**config.mk**
```make
export PLATFORM = sky130hd
export DESIGN_NAME = cache_flush_ctrl
export DESIGN_NICKNAME = d
export VERILOG_FILES = /design/src/rtl/cache_flush_ctrl.sv
export SDC_FILE = /design/constraint.sdc
export NUM_CORES = 1
export LEC_CHECK = 0
export BUFFER_PORTS_ARGS = -buffer_cell sky130_fd_sc_hd__buf_2
export CAP_MARGIN = 20
export CORE_MARGIN = 5
export CORE_UTILIZATION = 45
export DETAILED_ROUTE_END_ITERATION = 10
export PLACE_DENSITY_LB_ADDON = 0.15
export SETUP_SLACK_MARGIN = 0.1
export SLEW_MARGIN = 20
export SYNTH_ARGS = -nofsm -noshare
export SYNTH_HDL_FRONTEND = slang
export SYNTH_SLANG_ARGS = --single-unit
```
**constraint.sdc**
```tcl
create_clock -name clk -period 1.55 [get_ports clk]
set_clock_uncertainty 0.1 [all_clocks]
set_input_delay 0.465 -clock clk [delete_from_list [all_inputs] [get_ports clk]]
set_output_delay 0.465 -clock clk [all_outputs]
set_load 0.01 [all_outputs]
```
**src/rtl/cache_flush_ctrl.sv**
```systemverilog
// cache_flush_ctrl
// Walks every (set, way) of a set-associative cache after a flush command.
// Each dirty line is written back over a req/ack handshake, and its dirty
// bit is then cleared. While the walk runs, FlushStall hands ownership of
// the tag/data arrays to this block.
//
// Build option: define FLUSH_SKIP_CLEAN_EN to skip the remaining ways of a
// set once no dirty bit is left at or above the current way. Writeback and
// dirty-clear behaviour are the same with or without it.
module cache_flush_ctrl #(
    parameter int NUMWAYS  = 4,
    parameter int NUMLINES = 128,
    parameter int SETLEN   = 7
) (
    input  logic               clk,
    input  logic               reset,
    input  logic               FlushCache,
    input  logic [NUMWAYS-1:0] DirtyWay,
    input  logic               WbAck,
    output logic [SETLEN-1:0]  FlushAdr,
    output logic [NUMWAYS-1:0] FlushWay,
    output logic               WbReq,
    output logic               ClearDirty,
    output logic               FlushStall,
    output logic               FlushDone
);

    localparam int                WAYLEN   = $clog2(NUMWAYS);
    localparam logic [WAYLEN-1:0] LAST_WAY = WAYLEN'(NUMWAYS - 1);
    localparam logic [SETLEN-1:0] LAST_SET = SETLEN'(NUMLINES - 1);

    typedef enum logic [2:0] {
        IDLE,
        READ,
        CHECK,
        WB,
        CLEAR,
        NEXT,
        DONE
    } state_t;

    state_t            state;
    state_t            state_next;
    logic [SETLEN-1:0] set_cnt;
    logic [SETLEN-1:0] set_cnt_next;
    logic [WAYLEN-1:0] way_cnt;
    logic [WAYLEN-1:0] way_cnt_next;
    logic              way_dirty;

`ifdef FLUSH_SKIP_CLEAN_EN
    logic              upper_dirty;
`endif

    // Dirty bit of the way under inspection, plus (with skipping enabled)
    // whether any dirty bit remains at this way index or above it.
    always_comb begin
        way_dirty = DirtyWay[way_cnt];
`ifdef FLUSH_SKIP_CLEAN_EN
        upper_dirty = ((DirtyWay >> way_cnt) != '0);
`endif
    end

    // State and the set/way counters. Reset abandons any walk in progress.
    always_ff @(posedge clk or negedge reset) begin
        if (!reset) begin
            state   <= IDLE;
            set_cnt <= '0;
            way_cnt <= '0;
        end else begin
            state   <= state_next;
            set_cnt <= set_cnt_next;
            way_cnt <= way_cnt_next;
        end
    end

    // Next state, counter updates and the strobes decoded from the state.
    always_comb begin
        state_next   = state;
        set_cnt_next = set_cnt;
        way_cnt_next = way_cnt;
        WbReq        = 1'b0;
        ClearDirty   = 1'b0;
        FlushDone    = 1'b0;

        case (state)
            IDLE: begin
                if (FlushCache) begin
                    state_next = READ;
                end
            end

            READ: begin
                state_next = CHECK;
            end

            CHECK: begin
                if (way_dirty) begin
                    state_next = WB;
`ifdef FLUSH_SKIP_CLEAN_EN
                end else if (!upper_dirty) begin
                    way_cnt_next = LAST_WAY;
                    state_next   = NEXT;
`endif
                end else begin
                    state_next = NEXT;
                end
            end

            WB: begin
                WbReq = 1'b1;
                if (WbAck) begin
                    state_next = CLEAR;
                end
            end

            CLEAR: begin
                ClearDirty = 1'b1;
                state_next = NEXT;
            end

            NEXT: begin
                if (way_cnt != LAST_WAY) begin
                    way_cnt_next = way_cnt + WAYLEN'(1);
                    state_next   = CHECK;
                end else if (set_cnt != LAST_SET) begin
                    way_cnt_next = '0;
                    set_cnt_next = set_cnt + SETLEN'(1);
                    state_next   = READ;
                end else begin
                    state_next = DONE;
                end
            end

            DONE: begin
                FlushDone    = 1'b1;
                set_cnt_next = '0;
                way_cnt_next = '0;
                state_next   = IDLE;
            end

            default: begin
                state_next = IDLE;
            end
        endcase
    end

    // Array-side address outputs. These come straight from the registers,
    // so an asynchronous reset clears them at once.
    always_comb begin
        FlushAdr   = set_cnt;
        FlushWay   = '0;
        FlushStall = (state != IDLE);
        if (state != IDLE) begin
            FlushWay[way_cnt] = 1'b1;
        end
    end

endmodule
```
-- After elaboration in Yosys (flattened, before gate mapping)
Cells that the tools add are included.
- $add $sub $neg: 2
- multiply operators: 0
- div/mod/pow operators: 0
- magnitude comparators: 2
- equality and inequality tests: 13
- shift operators: 0
- multiplexer cells: 20
- bitwise operators: 0
- reductions and logical operators: 7
- operators by type and width (kind ; count):
    one-hot mux 3 bit (6 select lines) ; 1
    2-to-1 mux 3 bit ; 5
    2-to-1 mux 7 bit ; 2
    one-hot mux 7 bit (2 select lines) ; 1
    inequality test 2 bit (second input constant) ; 5
    == test 3 bit (second input constant) ; 3
    adder 7 x 1 -> 7 bit (second input constant) ; 1
    inequality test 7 bit (second input constant) ; 1
    == test 3 x 2 -> 1 bit (second input constant) ; 2
    2-to-1 mux 1 bit ; 5
    2-to-1 mux 2 bit ; 2
    2-to-1 mux 4 bit ; 1
    one-hot mux 2 bit (2 select lines) ; 1
    AND reduction 2 bit ; 2
    == test 3 x 1 -> 1 bit (second input constant) ; 1
    zero test 3 bit ; 1
    < comparator 2 x 3 -> 1 bit (second input constant) ; 1
    inequality test 3 bit (second input constant) ; 1
    AND reduction 3 bit ; 1
    nonzero test 3 bit ; 1
    adder 2 x 1 -> 2 bit (second input constant) ; 1
    binary-select mux 1 bit (select 2 bit) ; 1
    demux 1 bit (select 2 bit) ; 1
    >= comparator 2 x 1 -> 1 bit (second input constant) ; 1
    2 further kinds ; 2
- register bits after elaboration: 12
- bits in latches: 0
- bits in writable memories: 0
- memory bits (read-only): 0
- output and inout bits: 15
- logic and storage cells: 47
- memories: 0

-- Depth between registers and ports, before layout
Gate-level depths: netlist of the first run.
- depth after elaboration: 5
- gate-level depth with buffers: 6
- gate-level depth less buffers: 5

-- Least setup slack after synthesis of the first run
No wires, ideal clock.
- path type: flip-flop to flip-flop
- start point: reg set_cnt[0], in the netlist FlushAdr[0]
- end point: reg set_cnt[4], in the netlist FlushAdr[4]
- setup time: 76 ps
- arrival: 1587 ps
- data required time: 1374 ps
- setup slack: -214 ps
- stages on the path, launching flop included: 7
- clock period less this slack: 1764 ps
- cell sequence: dfrtp_1 > ha_1 > and3_1 > buf_2 > a21o_1 > a2111o_1 > o21ai_1
- longest elaborated chain between the ends: 4
- elaborated cells on any way between the ends: 7
- those cells by class: 1 x add/sub; 2 x eq/ne; 3 x mux; 1 x reduce/logical
- RTL lines (what ; line ; source):
    start, declared ; 44 ; logic [SETLEN-1:0] set_cnt;
    start signal, assigned ; 71 ; set_cnt <= set_cnt_next;
    adder 7 x 1 -> 7 bit ; 127 ; set_cnt_next = set_cnt + SETLEN'(1);
    2-to-1 mux 7 bit ; 125 ; end else if (set_cnt != LAST_SET) begin
    2-to-1 mux 7 bit ; 122 ; if (way_cnt != LAST_WAY) begin
    one-hot mux 7 bit (2 select lines) ; 85 ; case (state)
Parallel ways exist; a longest one is shown, timed or not. The select of a mux whose other input is x is not followed.
A chain may end at the register's enable or synchronous reset.

-- Final worst setup path of the first run
- start point: reg way_cnt[1]
- end point: out FlushWay[3]
- longest elaborated chain between the ends: 5
- elaborated cells on any way between the ends: 6
- those cells by class: 2 x order compare; 3 x mux; 1 x reduce/logical
- RTL lines (what ; line ; source):
    start, declared ; 46 ; logic [WAYLEN-1:0] way_cnt;
    start signal, assigned ; 72 ; way_cnt <= way_cnt_next;
    < comparator 2 x 3 -> 1 bit (not written as such) or >= comparator 2 x 1 -> 1 bit (tied branches) ; 154 ; FlushWay[way_cnt] = 1'b1;
    logical AND 1 bit (not written as such) ; 154 ;
    2-to-1 mux 1 bit (not written as such) ; 154 ;
    demux 1 bit (select 2 bit) (*) ; 154 ;
    2-to-1 mux 4 bit (*) ; 153 ; if (state != IDLE) begin
    end, declared ; 21 ; output logic [NUMWAYS-1:0] FlushWay,
Every way passes the cells marked *; elsewhere a longest branch is shown, timed or not.

==> summary.md, run 1 <==
| Metric | Value |
|---|---|
| Status | finished with violations |
| Failing checks | setup timing |
| CP Data Arrival Time | 1200 ps |
| Sw Ratio | 41.4% |
| Area grow syn2layout | 73.7% |
| Slew Viols, Final | 0 |
| Hold Slack | 378 ps |
| Die X | 53.2 µm |
| Top routing layer used | met4 |
| Total Nets Final | 165 |
| Drt pass-1 iters | 4 |
| Reg2Reg Depth | 6 |
| P_sw | 961 µW |
| Top-area cell type share of the netlist area | 35.7% |
| Pwr dens | 1590 nW/µm² |
| PnR worst setup slack | -219 ps |
| Mapped Cells | 94 |
| # diodes | 0 |
| Worst hold-check path type | primary input to flip-flop |
| Clock sink total | 12 |
| Synthesized area | 841 µm² |
| Mean Syn Cell Area | 8.94 µm² |
| Vias in the first global route | 953 |
| DR DRC count | 0 |
| Gpl congestion | 0.819 |
| Worst r2r src | way_cnt[1] |
| Flops & latches, synth | 12 |
| Via count | 920 |
| Hold Path End | state[2] |
| Worst setup EP type | output pin |
| Post-synth top area cell | dfrtp_1 |
| Final Power | 2.32 mW |
| Worst path max stage delay | 430 ps |
| Top-Level Pins | 23 |
| Int Pwr | 1.36 mW |
| IO Port Bufs | 22 |
| Core region area | 1750 µm² |
| Vias/cell | 5.26 |
| Min cycle time layout | 1770 ps |
| Setup TNS | -2250 ps |
| Leakage power | 0.711 nW |
| DR WL met3 | 145 µm |
| Most common cell in the netlist | nand2_1 |
| HPWL after DPL | 1.58 mm |
| Die extent in y | 53.2 µm |
| Crit start category | flip-flop |
| Met2 wire length | 1.32 mm |
| Library cells used by synthesis | 35 |
| Largest net degree at the start of global routing | 13 |
| Layout cell share with drive strength beyond 1 | 63.3% |
| WL per Instance | 14.6 µm |
| Slowest cell on the critical path | dfrtp_1 |
| Synth Flop Type | dfrtp_1 |
| GRT Total Usage | 19.9% |
| Setup Crit Path Kind | flip-flop to output pin |
| CTS max path bufs | 2 |
| Crit-path max FO | 4 |
| Tcrit/Tclk final | 114% |
| Fmax | 0.565 GHz |
| Slew @ Worst Pin | 281 ps |
| Clock buffer count from CTS | 3 |
| Synth Net Count | 107 |
| Global-route wire length before repair | 4.15 mm |
| Initial Utilization | 48.2% |
| Routed Antenna Nets | 0 |
| Reg2reg setup slack | -180 ps |
| Clock power frac | 8.1% |
| # rows | 15 |
| Worst vdd ir | 0.980 mV |
| Slew Limit Headroom | 81.3% |
| Max-cap violations | 0 |
| RSZ-0062 raised after global routing | true |
| Die area | 2830 µm² |
| Logic pwr share | 68.8% |
| Register area share after synthesis | 35.7% |
| Hold Fails Final Rpt | 0 |
| Required time of the worst setup path | 980 ps |
| Critical-path cell list | ha_2 -> nor2b_1 -> buf_2 |
| H-tree levels | 1 |
| Reg-to-Reg End | FlushAdr[4] |
| Final setup viols | 15 |
| Clock root cell | clkbuf_4 |
| Hold Crit Depth | 3 |
| Top cells by count, synth | 13 x nand2_1, 12 x dfrtp_1, 7 x a21oi_1, 5 x ha_1, 5 x inv_1 |
| GRT overflow | 0 |
| Initial antenna violation count | 0 |
| M1 WL | 1.03 mm |
| CTS tree | done |
| Post-synth EDFFs | 0 |
| Synthesis Warnings | 0 |
| Power share of the sequential group | 23.1% |
| Synth top area cells | dfrtp_1 36%, ha_1 7.4%, nand2_1 5.8% |
| Starting DRT DRC Count | 10 |
| Post-synth ARST share | 100% |
| Clk slew on worst S/H paths | 70 ps |
| Worst Min Path Start | WbAck |
| Total Routed Length | 2.56 mm |
| Skew-Pair Late Insertion Delay | 270 ps |
-- final cells by class --
| type | count | area (µm²) |
|---|---|---|
| sequential | 12 | 305 |
| fill | 109 | 285 |
| multi-input combinational | 72 | 628 |
| tap | 25 | 31.3 |
| clock buffer | 3 | 22.5 |
| inverter | 5 | 21.3 |
| timing repair buffer | 58 | 452 |
-- power groups by stage --
stage | Clock [mW] | Sequential, mW | Combinational [mW]
floorplan | 0 | 0.483 | 0.628
global placement | 0 | 0.519 | 1.05
detailed placement | 0 | 0.522 | 1.07
CTS | 0.197 | 0.530 | 1.40
global route | 0.218 | 0.551 | 1.75
finish | 0.189 | 0.536 | 1.60
-- worst max path at each step --
| stage | from | to | slack (ps) | depth (start not counted) |
|---|---|---|---|---|
| final | way_cnt[1] | FlushWay[3] | -220 | 3 |
| after global routing | way_cnt[0] | FlushWay[0] | -310 | 4 |
| after CTS | way_cnt[0] | FlushWay[0] | -210 | 4 |
| after detailed placement | state[0] | FlushWay[0] | -50 | 3 |
| after global placement | state[0] | FlushWay[0] | -10 | 3 |
| after floorplan | FlushAdr[1] | FlushAdr[4] | -140 | 6 |
-- sequential cells by signal, summed over array words and instances (netlist names) --
register and flops:
FlushAdr 7, state 3, way_cnt 2
-- logic make-up after synthesis --
kind of cell / Yosys count / synth area share [%]
flip-flops: 12 / 35.7
AO/OA/AOI/OAI: 28 / 22.8
AND/OR/NAND/NOR: 35 / 21.9
buffers and inverters: 10 / 5.80
adder cells (fa/ha/maj): 5 / 7.44
multiplexers: 4 / 6.40
-- through the flow --
step                utilization [%]  instance area, µm²  setup WS (ps)  cells
finish                         83.7                1460           -219    175
global route                   83.7                1460           -310    175
CTS                            79.1                1380           -210    172
detailed placement             64.7                1130          -53.0    157
global placement               64.7                1130          -13.9    157
floorplan                         -                 867           -144     94
-- layer usage --
metal	vias to the layer above	GRT usage (%)
li1	456	-
met4	0	9.36
met5	-	0
met1	432	20.4
met3	6	5.07
met2	26	36.7
-- worst max-delay path: cells and delay by family, from the launching register on --
family	cells	cell delay (ps)
AND/OR/NAND/NOR	1	140
flip-flops	1	430
buffers and inverters	1	140
adder cells (fa/ha/maj)	1	220
-- cells in the final DEF (no fill, tap or decap), types with 2 or more instances in the layout --
master / netlist / final
dfrtp_2: 0 / 4
nor2b_1: 4 / 4
inv_2: 0 / 2
and3_1: 4 / 2
and3_2: 1 / 2
buf_2: 3 / 17
a22o_1: 2 / 2
buf_6: 1 / 15
clkbuf_4: 0 / 3
a21oi_1: 7 / 3
nand2b_1: 4 / 4
buf_4: 0 / 25
a21oi_4: 0 / 2
a2111o_1: 2 / 2
nand2_1: 13 / 11
o2bb2ai_2: 0 / 2
dfrtp_1: 12 / 8
mux2i_1: 2 / 2
a21oi_2: 0 / 2
o21ai_1: 2 / 4
nand3b_1: 2 / 2
inv_1: 5 / 2
o21ai_2: 0 / 2
ha_2: 0 / 4
-- timing repair --
action                                 4_1_cts  5_1_grt
buffers inserted                            12        4
endpoints found under the hold margin       12        0
pin swaps                                   15        4
hold buffers                                 1        0
setup endpoints to repair                   24       25
gates resized for setup                     38       11
(Power assumes the default switching activity.)
==> inputs of run 2 (changes only) <==
--- a/config.mk
+++ b/config.mk
@@ -12,7 +12,6 @@
 export DETAILED_ROUTE_END_ITERATION = 10
 export PLACE_DENSITY_LB_ADDON = 0.15
 export SETUP_SLACK_MARGIN = 0.1
-export SLEW_MARGIN = 20
 export SYNTH_ARGS = -nofsm -noshare
 export SYNTH_HDL_FRONTEND = slang
 export SYNTH_SLANG_ARGS = --single-unit
==> constraint.sdc (replaced) <==
create_clock -name clk -period 1.55 [get_ports clk]
set_clock_uncertainty 0.1 [all_clocks]
set_input_delay 0 -clock clk [delete_from_list [all_inputs] [get_ports clk]]
set_output_delay 0 -clock clk [all_outputs]
set_load 0.01 [all_outputs]
==> summary.md, run 2 (same netlist as run 1, synthesis figures left out) <==
| Metric | Value |
|---|---|
| Die area | 2830 µm² |
| Commonest non-fill, non-tap cells in the layout | 21 x buf_2, 21 x buf_4, 12 x nand2_1, 9 x dfrtp_1 |
| IO Port Bufs | 22 |
| Worst vdd ir | 1.23 mV |
| CTS max path bufs | 2 |
| CTS tree | done |
| Tcrit/Tclk final | 101% |
| Failing checks | setup timing |
| HPWL after DPL | 1.56 mm |
| Reg-to-Reg End | FlushAdr[4] |
| Clk slew on worst S/H paths | 70 ps |
| Drt pass-1 iters | 4 |
| Worst setup EP type | flip-flop |
| Final Util | 73.3% |
| CP Data Arrival Time | 1670 ps |
| Max-cap violations | 0 |
| # diodes | 0 |
| Layout cell share with drive strength beyond 1 | 49.0% |
| H-tree levels | 1 |
| Final setup viols | 2 |
| Fmax | 0.639 GHz |
| RSZ-0062 raised after global routing | true |
| Max reg flops | 7 |
| Crit-path max FO | 5 |
| Multi-input gate area in the final layout | 543 µm² |
| Vias in the first global route | 818 |
| Crit start category | flip-flop |
| Slew Viols, Final | 0 |
| Core region area | 1750 µm² |
| Starting DRT DRC Count | 18 |
| Vias/cell | 5.20 |
| # rows | 15 |
| Die extent in y | 53.2 µm |
| Die X | 53.2 µm |
| Slew @ Worst Pin | 279 ps |
| Hold Fails Final Rpt | 0 |
| Sequential Area | 304 µm² |
| Slew Limit Headroom | 81.4% |
| Initial antenna violation count | 0 |
| Top-Level Pins | 23 |
| GRT overflow | 0 |
| Clock root cell | clkbuf_4 |
| Global-route wire length before repair | 3.46 mm |
| Hold Slack | 31.3 ps |
| Via count | 874 |
| Largest net degree at the start of global routing | 13 |
| WL per Instance | 13.3 µm |
| Required time of the worst setup path | 1650 ps |
| Worst hold-check path type | primary input to asynchronous set/reset pin |
| Placed Area | 1080 µm² |
| Reg2reg setup slack | -20 ps |
| Clock sink total | 12 |
| Final Cell Area | 1280 µm² |
| PnR worst setup slack | -15.7 ps |
| Min cycle time layout | 1570 ps |
| Leakage power | 0.657 nW |
| Skew-Pair Late Insertion Delay | 270 ps |
| Pwr dens | 1620 nW/µm² |
| Status | finished with violations |
| GRT Total Usage | 17.3% |
| Worst r2r src | FlushAdr[1] |
| Area grow syn2layout | 52.2% |
| Total Routed Length | 2.24 mm |
| Routed Antenna Nets | 0 |
| Clock buffer count from CTS | 3 |
| Fillers | 136 |
| Gpl congestion | 0.906 |
| Setup Crit Path Kind | flip-flop to flip-flop |
| Reg2Reg Depth | 5 |
| Setup TNS | -30.7 ps |
| Total Nets Final | 158 |
| DR DRC count | 0 |
| Initial Utilization | 48.2% |
| Pre-CTS WS | -12.2 ps |
## run 2: cell count changes in the layout (fill, tap and decap cells not counted), sizes merged
cell,delta
buf,-9
dlygate4sd3,+2
## run 2: where the power goes
| group | total, mW | internal [mW] | switching, mW |
|---|---|---|---|
| clock | 0.188 | 0.0900 | 0.0977 |
| combinational | 1.39 | 0.745 | 0.641 |
| sequential | 0.499 | 0.402 | 0.0968 |
## run 2: how the worst max path moves through the flow
stage | from | endpoint | slack [ps] | depth (start not counted)
final | FlushAdr[1] | FlushAdr[4] | -20 | 5
after global routing | FlushAdr[1] | FlushAdr[4] | -60 | 5
after CTS | FlushAdr[1] | FlushAdr[4] | -6 | 5
after detailed placement | FlushAdr[1] | FlushAdr[4] | -10 | 5
after global placement | FlushAdr[1] | FlushAdr[4] | 0.06 | 5
after floorplan | FlushAdr[1] | FlushAdr[4] | -140 | 6
## run 2: worst max-delay path, cell delays in order, from the launching register on
cell      delay (ps)
dfrtp_1          390
ha_2             190
and3_4           190
a21o_1           200
a2111o_1         360
o21ai_1           70
## run 2: through the flow
stage	power, mW	std cells
after global routing	2.25	168
after detailed placement	1.52	152
final	2.07	168
after global placement	1.51	152
after CTS	1.88	165
after floorplan	1.08	94
## run 2: final cells by class
cell class | count | area share, %
clock buffer | 3 | 1.76
inverter | 5 | 1.47
multi-input combinational | 72 | 42.4
sequential | 12 | 23.8
tap | 25 | 2.44
timing repair buffer | 51 | 28.2
## run 2: timing repair
action / in CTS / in global routing
endpoints found under the setup margin: 17 / 20
setup buffers: 7 / 3
resized for setup: 6 / 16
pin swaps: 4 / 2
hold endpoints to repair: 15 / 0
hold buffers: 3 / 0
## run 2: metal layers
layer  track usage (%)  routed length, µm  up-vias
li1                  -                  -      443
met1              19.0                968      401
met2              28.8               1090       23
met3              4.23                103        7
met4              11.9                 76        0
met5                 0                  0        -
==> inputs of run 3 (changes only) <==
==> constraint.sdc (replaced) <==
create_clock -name clk -period 1.3 [get_ports clk]
set_clock_uncertainty 0.1 [all_clocks]
set_input_delay 0 -clock clk [delete_from_list [all_inputs] [get_ports clk]]
set_output_delay 0 -clock clk [all_outputs]
set_load 0.01 [all_outputs]
==> summary.md, run 3 (same netlist as run 1, synthesis figures left out) <==
| Metric | Value |
|---|---|
| Status | finished with violations |
| Failing checks | setup timing |
| IO Port Bufs | 22 |
| Slowest cell on the critical path | dfrtp_1 |
| Leakage power | 0.780 nW |
| Min cycle time layout | 1650 ps |
| Fillers | 70 |
| Die area | 2830 µm² |
| CP Data Arrival Time | 1720 ps |
| Hold Fails Final Rpt | 0 |
| Total Nets Final | 175 |
| Top-Level Pins | 23 |
| CTS max path bufs | 2 |
| GRT overflow | 0 |
| Crit-path max FO | 4 |
| Worst hold-check path type | primary input to asynchronous set/reset pin |
| Gpl congestion | 0.849 |
| Global-route wire length before repair | 4.35 mm |
| Slew @ Worst Pin | 308 ps |
| Initial Utilization | 48.2% |
| Area grow syn2layout | 85.1% |
| Layout cell share with drive strength beyond 1 | 61.9% |
| Max-cap violations | 0 |
| DR DRC count | 0 |
| Hold Slack | 40.7 ps |
| PnR worst setup slack | -346 ps |
| Starting DRT DRC Count | 53 |
| Tcrit/Tclk final | 127% |
| DR WL met3 | 246 µm |
| Setup TNS | -4350 ps |
| Critical-path cell list | ha_2 -> and3_4 -> a21oi_1 -> o21ai_1 -> mux2_2 |
| Die X | 53.2 µm |
| Core region area | 1750 µm² |
| Fmax | 0.607 GHz |
| WL per Instance | 19.0 µm |
| # placed instances | 165 |
| Met2 wire length | 1.73 mm |
| Crit start category | flip-flop |
| Slew Limit Headroom | 79.5% |
| Initial antenna violation count | 0 |
| Total Routed Length | 3.52 mm |
| Pwr dens | 2080 nW/µm² |
| Vias/cell | 5.81 |
| Slew Viols, Final | 0 |
| # diodes | 0 |
| Clock sink total | 12 |
| Clk slew on worst S/H paths | 80 ps |
| Non-filler cells, final | 185 |
| Skew-Pair Late Insertion Delay | 280 ps |
| Setup Crit Path Kind | flip-flop to flip-flop |
| Final Power | 3.24 mW |
| RSZ-0062 raised after global routing | true |
| Final setup viols | 20 |
| Worst vdd ir | 1.34 mV |
| Largest net degree at the start of global routing | 13 |
| CTS tree | done |
| Clock buffer count from CTS | 3 |
| Top routing layer used | met4 |
| M1 WL | 1.42 mm |
| Die extent in y | 53.2 µm |
| HPWL after DPL | 1.68 mm |
| GRT Total Usage | 21.2% |
| Clock root cell | clkbuf_4 |
| Required time of the worst setup path | 1370 ps |
| # rows | 15 |
| Via count | 1075 |
| Worst setup EP type | flip-flop |
| Worst path max stage delay | 390 ps |
| Vias in the first global route | 1022 |
| Commonest non-fill, non-tap cells in the layout | 31 x buf_4, 17 x buf_2, 16 x buf_6, 12 x nand2_1, 9 x dfrtp_1 |
| Routed Antenna Nets | 0 |
| Max reg flops | 7 |
| Commonest non-fill, non-tap cell in the layout | buf_4 |
| H-tree levels | 1 |
| Drt pass-1 iters | 4 |
==> run 3: changes by cell type in the layout (fill, tap and decap cells not counted), moves of 2 or more <==
cell     delta
inv_1       -2
buf_2       -4
a21oi_1     -2
buf_4      +10
buf_6      +10
inv_4       +2
nor2_4      +2
==> run 3: repair_timing <==
item	CTS	global route
hold buffers	3	0
cloned	0	0
setup endpoints to repair	20	20
pin swaps	12	7
endpoints found under the hold margin	15	0
setup buffers	9	5
resized for setup	30	21
==> run 3: path summary, 6_finish.rpt <==
| path | from | to | slack [ps] | depth (start not counted) |
|---|---|---|---|---|
| setup reg to reg | FlushAdr[1] | FlushAdr[0] | -350 | 5 |
| hold / removal | reset | state[1] | 40 | 2 |
| hold reg to reg | FlushAdr[6] | FlushAdr[6] | 520 | 2 |
| max in group asynchronous | reset | way_cnt[0] | 800 | 2 |
| min in group clk | DirtyWay[0] | state[1] | 170 | 4 |
| setup / recovery | FlushAdr[1] | FlushAdr[0] | -350 | 5 |
==> run 3: through the flow <==
| stage | area, µm² | utilization, % | setup WS, ps |
|---|---|---|---|
| floorplan | 855 | - | -394 |
| global placement | 1180 | 67.5 | -245 |
| detailed placement | 1180 | 67.5 | -282 |
| CTS | 1420 | 81.1 | -268 |
| global route | 1560 | 89.2 | -411 |
| finish | 1560 | 89.2 | -346 |
==> run 3: routing by layer <==
| layer | vias to the layer above | track usage (%) |
|---|---|---|
| li1 | 475 | - |
| met1 | 521 | 23.2 |
| met2 | 62 | 36.9 |
| met3 | 17 | 4.51 |
| met4 | 0 | 12.8 |
| met5 | - | 0 |
==> run 3: final cells by class <==
| cell class | count | area (µm²) | area share (%) |
|---|---|---|---|
| Tap cell | 25 | 31.3 | 2.01 |
| Timing Repair Buffer | 68 | 548 | 35.2 |
| Sequential cell | 12 | 304 | 19.5 |
| Inverter | 5 | 23.8 | 1.53 |
| Multi-Input combinational cell | 72 | 627 | 40.3 |
| Clock buffer | 3 | 22.5 | 1.45 |
==> run 3: critical path, delay by kind of cell, from the launching register on <==
family          cells  cell delay, ps
fa+ha+maj           1             200
flops               1             390
mux                 1             280
simple gates        1             200
compound gates      2             370
==> run 3: power breakdown <==
part / switching [mW] / leakage (nW) / internal (mW)
logic: 1.13 / 0.614 / 1.28
registers: 0.110 / 0.153 / 0.479
clock network: 0.131 / 0.0138 / 0.108
total: 1.37 / 0.780 / 1.86
